==> src/rtl/seq_det_pkg.sv <==
// rtl/seq_det_pkg.sv - elaboration-time helpers for the serial pattern detector
package seq_det_pkg;

    localparam int PW_MAX = 16;
    localparam int NXT_W  = 4;

    typedef logic [PW_MAX*2*NXT_W-1:0] nxt_tbl_t;

    // Entry (p*2+x) holds the longest pattern prefix (< width) that is a suffix
    // of "first p pattern bits followed by x"; pattern[width-1] is received first.
    function automatic nxt_tbl_t build_nxt(input logic [PW_MAX-1:0] pattern, input int width);
        nxt_tbl_t tbl;
        int       best;
        int       si;
        logic     ok;
        logic     sb;
        tbl = '0;
        for (int p = 0; p < width; p++) begin
            for (int xb = 0; xb < 2; xb++) begin
                best = 0;
                for (int k = 1; (k <= p + 1) && (k < width); k++) begin
                    ok = 1'b1;
                    for (int j = 0; j < k; j++) begin
                        si = p + 1 - k + j;
                        sb = (si == p) ? (xb != 0) : pattern[width-1-si];
                        if (sb != pattern[width-1-j]) ok = 1'b0;
                    end
                    if (ok) best = k;
                end
                tbl[(p*2+xb)*NXT_W +: NXT_W] = NXT_W'(best);
            end
        end
        return tbl;
    endfunction

    function automatic int fail_len(input logic [PW_MAX-1:0] pattern, input int width);
        int   best;
        logic ok;
        best = 0;
        for (int k = 1; k < width; k++) begin
            ok = 1'b1;
            for (int j = 0; j < k; j++) begin
                if (pattern[width-1-j] != pattern[k-1-j]) ok = 1'b0;
            end
            if (ok) best = k;
        end
        return best;
    endfunction

endpackage

==> src/rtl/seq_match_counter.sv <==
// rtl/seq_match_counter.sv - saturating match counter with clear and sticky saturation flag
module seq_match_counter #(
    parameter int CNT_W = 8
) (
    input  logic             clk,
    input  logic             rst,
    input  logic             i_inc,
    input  logic             i_clr,
    output logic [CNT_W-1:0] o_cnt,
    output logic             o_sat
);

    localparam logic [CNT_W-1:0] LP_ONE  = CNT_W'(1);
    localparam logic [CNT_W-1:0] LP_FULL = '1;

    logic [CNT_W-1:0] r_cnt;
    logic             r_sat;
    logic             w_full;
    logic             w_almost;

    assign w_full   = (r_cnt == LP_FULL);
    assign w_almost = (r_cnt == (LP_FULL - LP_ONE));

    always_ff @(posedge clk) begin
        if (rst) begin
            r_cnt <= '0;
            r_sat <= 1'b0;
        end else if (i_clr) begin
            // a match landing on the clear cycle is the first of the new count
            r_cnt <= i_inc ? LP_ONE : '0;
            r_sat <= 1'b0;
        end else if (i_inc && !w_full) begin
            r_cnt <= r_cnt + LP_ONE;
            if (w_almost) r_sat <= 1'b1;
        end
    end

    assign o_cnt = r_cnt;
    assign o_sat = r_sat;

endmodule

==> src/rtl/seq_detector_param.sv <==
// rtl/seq_detector_param.sv - parametrised Mealy serial pattern detector with match counter
module seq_detector_param
    import seq_det_pkg::*;
#(
    parameter int               PAT_W   = 6,
    parameter logic [PAT_W-1:0] PATTERN = 6'b110101,
    parameter int               CNT_W   = 8
) (
    input  logic                     clk,
    input  logic                     rst,
    input  logic                     en,
    input  logic                     x,
    input  logic                     overlap,
    input  logic                     clr_cnt,
    output logic                     y,
    output logic                     y_q,
    output logic [CNT_W-1:0]         match_cnt,
    output logic                     cnt_sat,
    output logic [$clog2(PAT_W)-1:0] progress
);

    localparam int               PW      = $clog2(PAT_W);
    localparam logic [PW_MAX-1:0] LP_PAT = PW_MAX'(PATTERN);
    localparam nxt_tbl_t         LP_NXT  = build_nxt(LP_PAT, PAT_W);
    localparam logic [PW-1:0]    LP_FAIL = PW'(fail_len(LP_PAT, PAT_W));
    localparam logic [PW-1:0]    LP_LAST = PW'(PAT_W - 1);

    if (PAT_W < 2 || PAT_W > PW_MAX) begin : g_bad_pat_w
        $error("seq_detector_param: PAT_W must be in 2..16");
    end

    logic [PW-1:0] w_tbl [2*PAT_W];
    logic [PW-1:0] r_p;
    logic [PW-1:0] w_p_next;
    logic          w_y;
    logic          r_y_q;

    for (genvar gi = 0; gi < 2 * PAT_W; gi++) begin : g_tbl
        assign w_tbl[gi] = LP_NXT[gi*NXT_W +: PW];
    end

    assign w_y = en & ~rst & (r_p == LP_LAST) & (x == PATTERN[0]);

    always_comb begin
        w_p_next = r_p;
        if (en) begin
            if (w_y) w_p_next = overlap ? LP_FAIL : '0;
            else     w_p_next = w_tbl[{r_p, x}];
        end
    end

    always_ff @(posedge clk) begin
        if (rst) begin
            r_p   <= '0;
            r_y_q <= 1'b0;
        end else begin
            r_p   <= w_p_next;
            r_y_q <= w_y;
        end
    end

    seq_match_counter #(
        .CNT_W (CNT_W)
    ) u_cnt (
        .clk   (clk),
        .rst   (rst),
        .i_inc (w_y),
        .i_clr (clr_cnt),
        .o_cnt (match_cnt),
        .o_sat (cnt_sat)
    );

    assign y        = w_y;
    assign y_q      = r_y_q;
    assign progress = r_p;

endmodule

==> config.mk <==
export PLATFORM = sky130hd
export DESIGN_NAME = seq_detector_param
export DESIGN_NICKNAME = d
export VERILOG_FILES = /design/src/rtl/seq_det_pkg.sv /design/src/rtl/seq_match_counter.sv /design/src/rtl/seq_detector_param.sv
export SDC_FILE = /design/constraint.sdc
export NUM_CORES = 1
export LEC_CHECK = 0
export CAP_MARGIN = 0
export CORE_UTILIZATION = 40
export CTS_CLUSTER_DIAMETER = 30
export DETAILED_ROUTE_END_ITERATION = 10
export DONT_BUFFER_PORTS = 1
export HOLD_SLACK_MARGIN = 0.06
export PLACE_DENSITY_LB_ADDON = 0.1
export SYNTH_ARGS = -nofsm -noshare
export SYNTH_HDL_FRONTEND = slang
export SYNTH_SLANG_ARGS = --single-unit
==> constraint.sdc <==
create_clock -name clk -period 5.6 [get_ports clk]
set_clock_uncertainty 0.1 [all_clocks]
set_input_delay 1.12 -clock clk [delete_from_list [all_inputs] [get_ports clk]]
set_output_delay 1.12 -clock clk [all_outputs]
set_load 0.05 [all_outputs]
-- Word level (Yosys, flattened, before mapping)
Memory sizes are Yosys's and may differ from the RTL's.
Index checks and enable logic that the tools add are counted.
- $add $sub $neg: 1
- $lt $le $gt $ge: 1
- eq/ne operators: 3
- multiplexer cells: 7
- bitwise gates (word level): 5
- reduce and logical (&&, ||, !) cells: 5
- operator list (cell ; count):
    $eq A8 B8 Y1 const B ; 2
    $mux W8 ; 2
    $mux W3 ; 3
    $add A8 B1 Y8 const B ; 1
    $ge A5 B5 Y1 const B ; 1
    $not A4 Y5 ; 1
    $and A1 B1 Y1 ; 3
    $eq A3 B3 Y1 const B ; 1
    $mux W1 ; 2
    $reduce_and A2 Y1 ; 1
    $reduce_bool A2 Y1 ; 1
    $reduce_or A2 Y1 ; 1
    $logic_and A1 B1 Y1 ; 1
    $logic_not A1 Y1 ; 1
    $not A1 Y1 ; 1
- bits in registers: 13
- memory bits (read-only): 48
- memories: 1
- memory list (name ; words ; width ; rd ports ; clocked after Yosys merged registers in ; wr ports ; RTL line ; RTL):
    (name not given) ; 16 ; 3 ; 1 ; 0 ; 0 ; seq_detector_param.sv:48 ; else w_p_next = w_tbl[{r_p, x}];

-- Logic depth before layout (Yosys ltp)
- depth after elaboration: 7
- mapped depth: 6

-- Cells and area by module
A second synthesis with hierarchy kept.
- cells, all modules: 93
- area total of the unflattened synthesis: 837.1 µm²
- modules (own cells, without submodules) (module ; times used ; cells each ; area an instance (µm²) ; sequential area each (µm²)):
    seq_match_counter ; 1 ; 60 ; 528.0 ; 180.2
    seq_detector_param ; 1 ; 33 ; 309.0 ; 80.1

-- Least setup slack after synthesis
Ideal clock, no wire load.
- path kind: input to output
- start point: input port rst
- end point: output port y
- data arrival time: 2.081 ns
- data required time: 4.380 ns
- slack: 2.299 ns
- cell stages on the path: 4
- path buffers: 2
- cell sequence: clkbuf_1 or3_1 clkbuf_2 clkinv_1
- longest elaborated chain between the ends: 4
- RTL lines (element ; RTL line ; RTL):
    from (decl) ; seq_detector_param.sv:10 ; input logic rst,
    $not A1 Y1 ; seq_detector_param.sv:42 ; assign w_y = en & ~rst & (r_p == LP_LAST) & (x == PATTERN[0]);
    $and A1 B1 Y1 (3 in series) ; seq_detector_param.sv:42 ;
    to (decl) ; seq_detector_param.sv:15 ; output logic y,
No other way between the ends.

-- Worst setup path in the final report
- start point: register r_p[2] (netlist: progress[2])
- end point: output port y
- longest elaborated chain between the ends: 3
- RTL lines (element ; RTL line ; RTL):
    from (decl) ; seq_detector_param.sv:33 ; logic [PW-1:0] r_p;
    from (signal assigned) ; seq_detector_param.sv:57 ; r_p <= w_p_next;
    $eq A3 B3 Y1 ; seq_detector_param.sv:42 ;
    $and A1 B1 Y1 (2 in series) ; seq_detector_param.sv:42 ;
No other way between the ends.

==> out/qor.yml <==
clock_latency_ns: 0.27
p_per_area_nw_per_um2: 209
yosys.area.top_type_share_pct: 35.9
synth_edf_count: 0
rows: 15
hold_class: "flip-flop to flip-flop"
r2r_cells: 5
post-place-cells: 105
p_int_w: 0.000124
worstMarginPinSlew_ns: 0.710
fp.dieW_um: 44.6
fmax_mhz: 303
netlist_area_um2: 724
firstDrtPassIters: 4
core_um2: 1710
cts_setup_buffers: 0
cts_buffer_depth: 2
min_period_ns: 3.30
grt.total_usage_pct: 19.0
instances_no_fill: 109
die-area_um2: 1990
via_per_inst: 5.98
synth_warnings: 0
synth_cells: 83
required_ns: 4.38
ir_drop_uv: 91.4
cts-buffers-inserted: 3
drive_above_1_share_pct: 7.14
pwr-share-clk_pct: 35.5
crit_path_start_kind: "flip-flop"
synth_ff_type: "dfxtp_1"
netlist_top_cells_area: "dfxtp_1 (36%), ha_1 (8.6%), a21oi_1 (4.1%), nand2_1 (4.1%), o311ai_0 (3.6%)"
route.detailed.drc: 0
clock_sinks: 13
io_pins: 20
path_class: "flip-flop to primary output"
crit_slowest_cell: "dfxtp_1"
ys_seq_elements: 13
post_drt_wl_per_cell_um: 15.0
grt_pass1_vias: 631
grt.overflow.total: 0
drt_first_iter_violations: 5
antenna_found_initial: 0
holdPathStages: 2
crit_path_max_incr_delay_ns: 0.77
hold_viol: 0
swShare_pct: 22.7
tritoncts: "done"
setup_viol: 0
rr_startpoint: "u_cnt.o_cnt[1]$_SDFFE_PP0P_"
outcome: "finished clean"
initial_utilization_pct: 42.4
syn_avg_cell_area_um2: 8.73
crit_end: "y"
slew_headroom_pct: 52.6
clockRootBuffer: "clkbuf_4"
grt_max_degree: 11
r2r_slack_ns: 3.13
clk_pin_slew_ns: 0.08
crit_start: "progress[2]$_SDFFE_PP0P_"
period_share_pct: 58.9
syn_nets: 94
grt_pass1_wl_um: 2720
drt_wl_total_um: 1630
p_sw_w: 0.0000364
cp.arrival_ns: 2.08
crit_chain: "nand4b_1, or3_1, clkinv_1"
utilization_pct: 45.1
cp-end-kind: "primary output"
cts_hold_buf: 0
post_cts_resize_count: 0
pwr-share-seq_pct: 59.9
design_area_um2: 769
n_fill_cell: 180
synth.distinct_cells: 33
ant_nets: 0
htree_levels: 1
combPwrFrac_pct: 4.6
async_flop_share_pct: 0
rsz0062_at_grt: "no"
yosysTopAreaCell: "dfxtp_1"
p_leak_nw: 0.265
num_antenna_cells: 0
nNetsFinal: 96
fin_setup_tns_ns: 0
dpl-instance-area_um2: 743
ys_seq_area_share_pct: 35.9
place_hpwl_um: 1220
area_delta_synth_final_pct: 6.22
crit_fanout: 10
drv_slew: 0
fp.dieH_um: 44.6
port_buffers: 0
num_vias: 652
gp_congestion: 0.728
drv_cap: 0
reg2reg_to: "u_cnt.o_cnt[4]$_SDFFE_PP0P_"
-- final cells by class --
| class | count | area (µm²) | share of cell area (%) |
|---|---|---|---|
| clock buffer | 4 | 26.3 | 3.41 |
| sequential | 13 | 260 | 33.8 |
| tap | 25 | 31.3 | 4.07 |
| multi-input combinational | 61 | 429 | 55.8 |
| inverter | 6 | 22.5 | 2.93 |
-- routing by layer --
| layer | global-route usage (%) | wire length [µm] | vias up | share of wire [%] |
|---|---|---|---|---|
| met5 | 0 | 0 | - | 0 |
| met4 | 9.09 | 12 | 0 | 0.74 |
| met3 | 6.53 | 76 | 2 | 4.7 |
| met2 | 31.8 | 807 | 15 | 49 |
| met1 | 21.5 | 735 | 312 | 45 |
| li1 | - | - | 323 | - |
-- how the worst min path moves through the flow --
| stage | from | to | slack [ns] |
|---|---|---|---|
| after floorplan | u_cnt.o_cnt[5]$_SDFFE_PP0P_ | u_cnt.o_cnt[5]$_SDFFE_PP0P_ | 0.59 |
| after global placement | u_cnt.o_cnt[5]$_SDFFE_PP0P_ | u_cnt.o_cnt[5]$_SDFFE_PP0P_ | 0.62 |
| after detailed placement | u_cnt.o_cnt[5]$_SDFFE_PP0P_ | u_cnt.o_cnt[5]$_SDFFE_PP0P_ | 0.63 |
| after CTS | u_cnt.o_cnt[5]$_SDFFE_PP0P_ | u_cnt.o_cnt[5]$_SDFFE_PP0P_ | 0.64 |
| after global routing | u_cnt.o_cnt[5]$_SDFFE_PP0P_ | u_cnt.o_cnt[5]$_SDFFE_PP0P_ | 0.71 |
| final | u_cnt.o_cnt[5]$_SDFFE_PP0P_ | u_cnt.o_cnt[5]$_SDFFE_PP0P_ | 0.64 |
-- power groups by stage --
stage / Combinational (W) / Sequential [W] / Clock, W
4_1_cts: 0.00000744 / 0.0000963 / 0.0000594
3_3_place_gp: 0.00000735 / 0.0000984 / 0
2_1_floorplan: 0.00000680 / 0.0000981 / 0
3_5_place_dp: 0.00000737 / 0.0000984 / 0
5_1_grt: 0.00000841 / 0.0000965 / 0.0000633
6_report: 0.00000737 / 0.0000962 / 0.0000570
-- worst max-delay path: cells and delay by family (launching register included) --
family,cells,cell delay (ns)
flip-flops,1,0.77
AND/OR/NAND/NOR,2,0.63
buffers and inverters,1,0.40
-- metrics by stage --
stage          setup slack, ns  hold WS [ns]  power, W
4_1_cts                   2.31         0.638  0.000163
6_report                  2.30         0.638  0.000161
3_5_place_dp              2.33         0.627  0.000106
2_1_floorplan             2.30         0.592  0.000105
5_1_grt                   2.21         0.711  0.000168
3_3_place_gp              2.35         0.619  0.000106
-- placed cells by master, fill, tap and decap left out, types with 2 or more instances in the layout --
master,n
a31oi_1,2
nand2b_1,2
dfxtp_1,13
o311ai_0,3
nand4_1,2
clkbuf_4,3
or3_1,3
o2111ai_1,2
nor2_1,4
mux2_2,2
a21oi_1,6
inv_1,5
or4_1,2
nand2_1,8
ha_1,5
and3_1,2
nand3_1,2
o41ai_1,3
-- synthesized netlist by cell type, types with 2 or more instances --
library cell,instances
clkbuf_1,2
a21oi_1,6
nand2_1,8
nand3_1,2
o311ai_0,3
nor2_1,4
and3_1,2
inv_1,5
nand4_1,2
o41ai_1,3
nand2b_1,2
o2111ai_1,2
or4_1,2
ha_1,5
mux2_2,2
dfxtp_1,13
a31oi_1,2
or3_1,3
-- state kept, by name, indices dropped and copies added, names as in the netlist --
register,flops
u_cnt.o_sat,1
y_q,1
progress,3
u_cnt.o_cnt,8
-- logic make-up after synthesis --
logic type      synth area share [%]
fa+ha+maj                       8.64
simple gates                    23.8
mux                             4.49
compound gates                  22.3
flops                           35.9
buf+inv                         4.84
No activity file was read; power rests on OpenSTA's default activity.
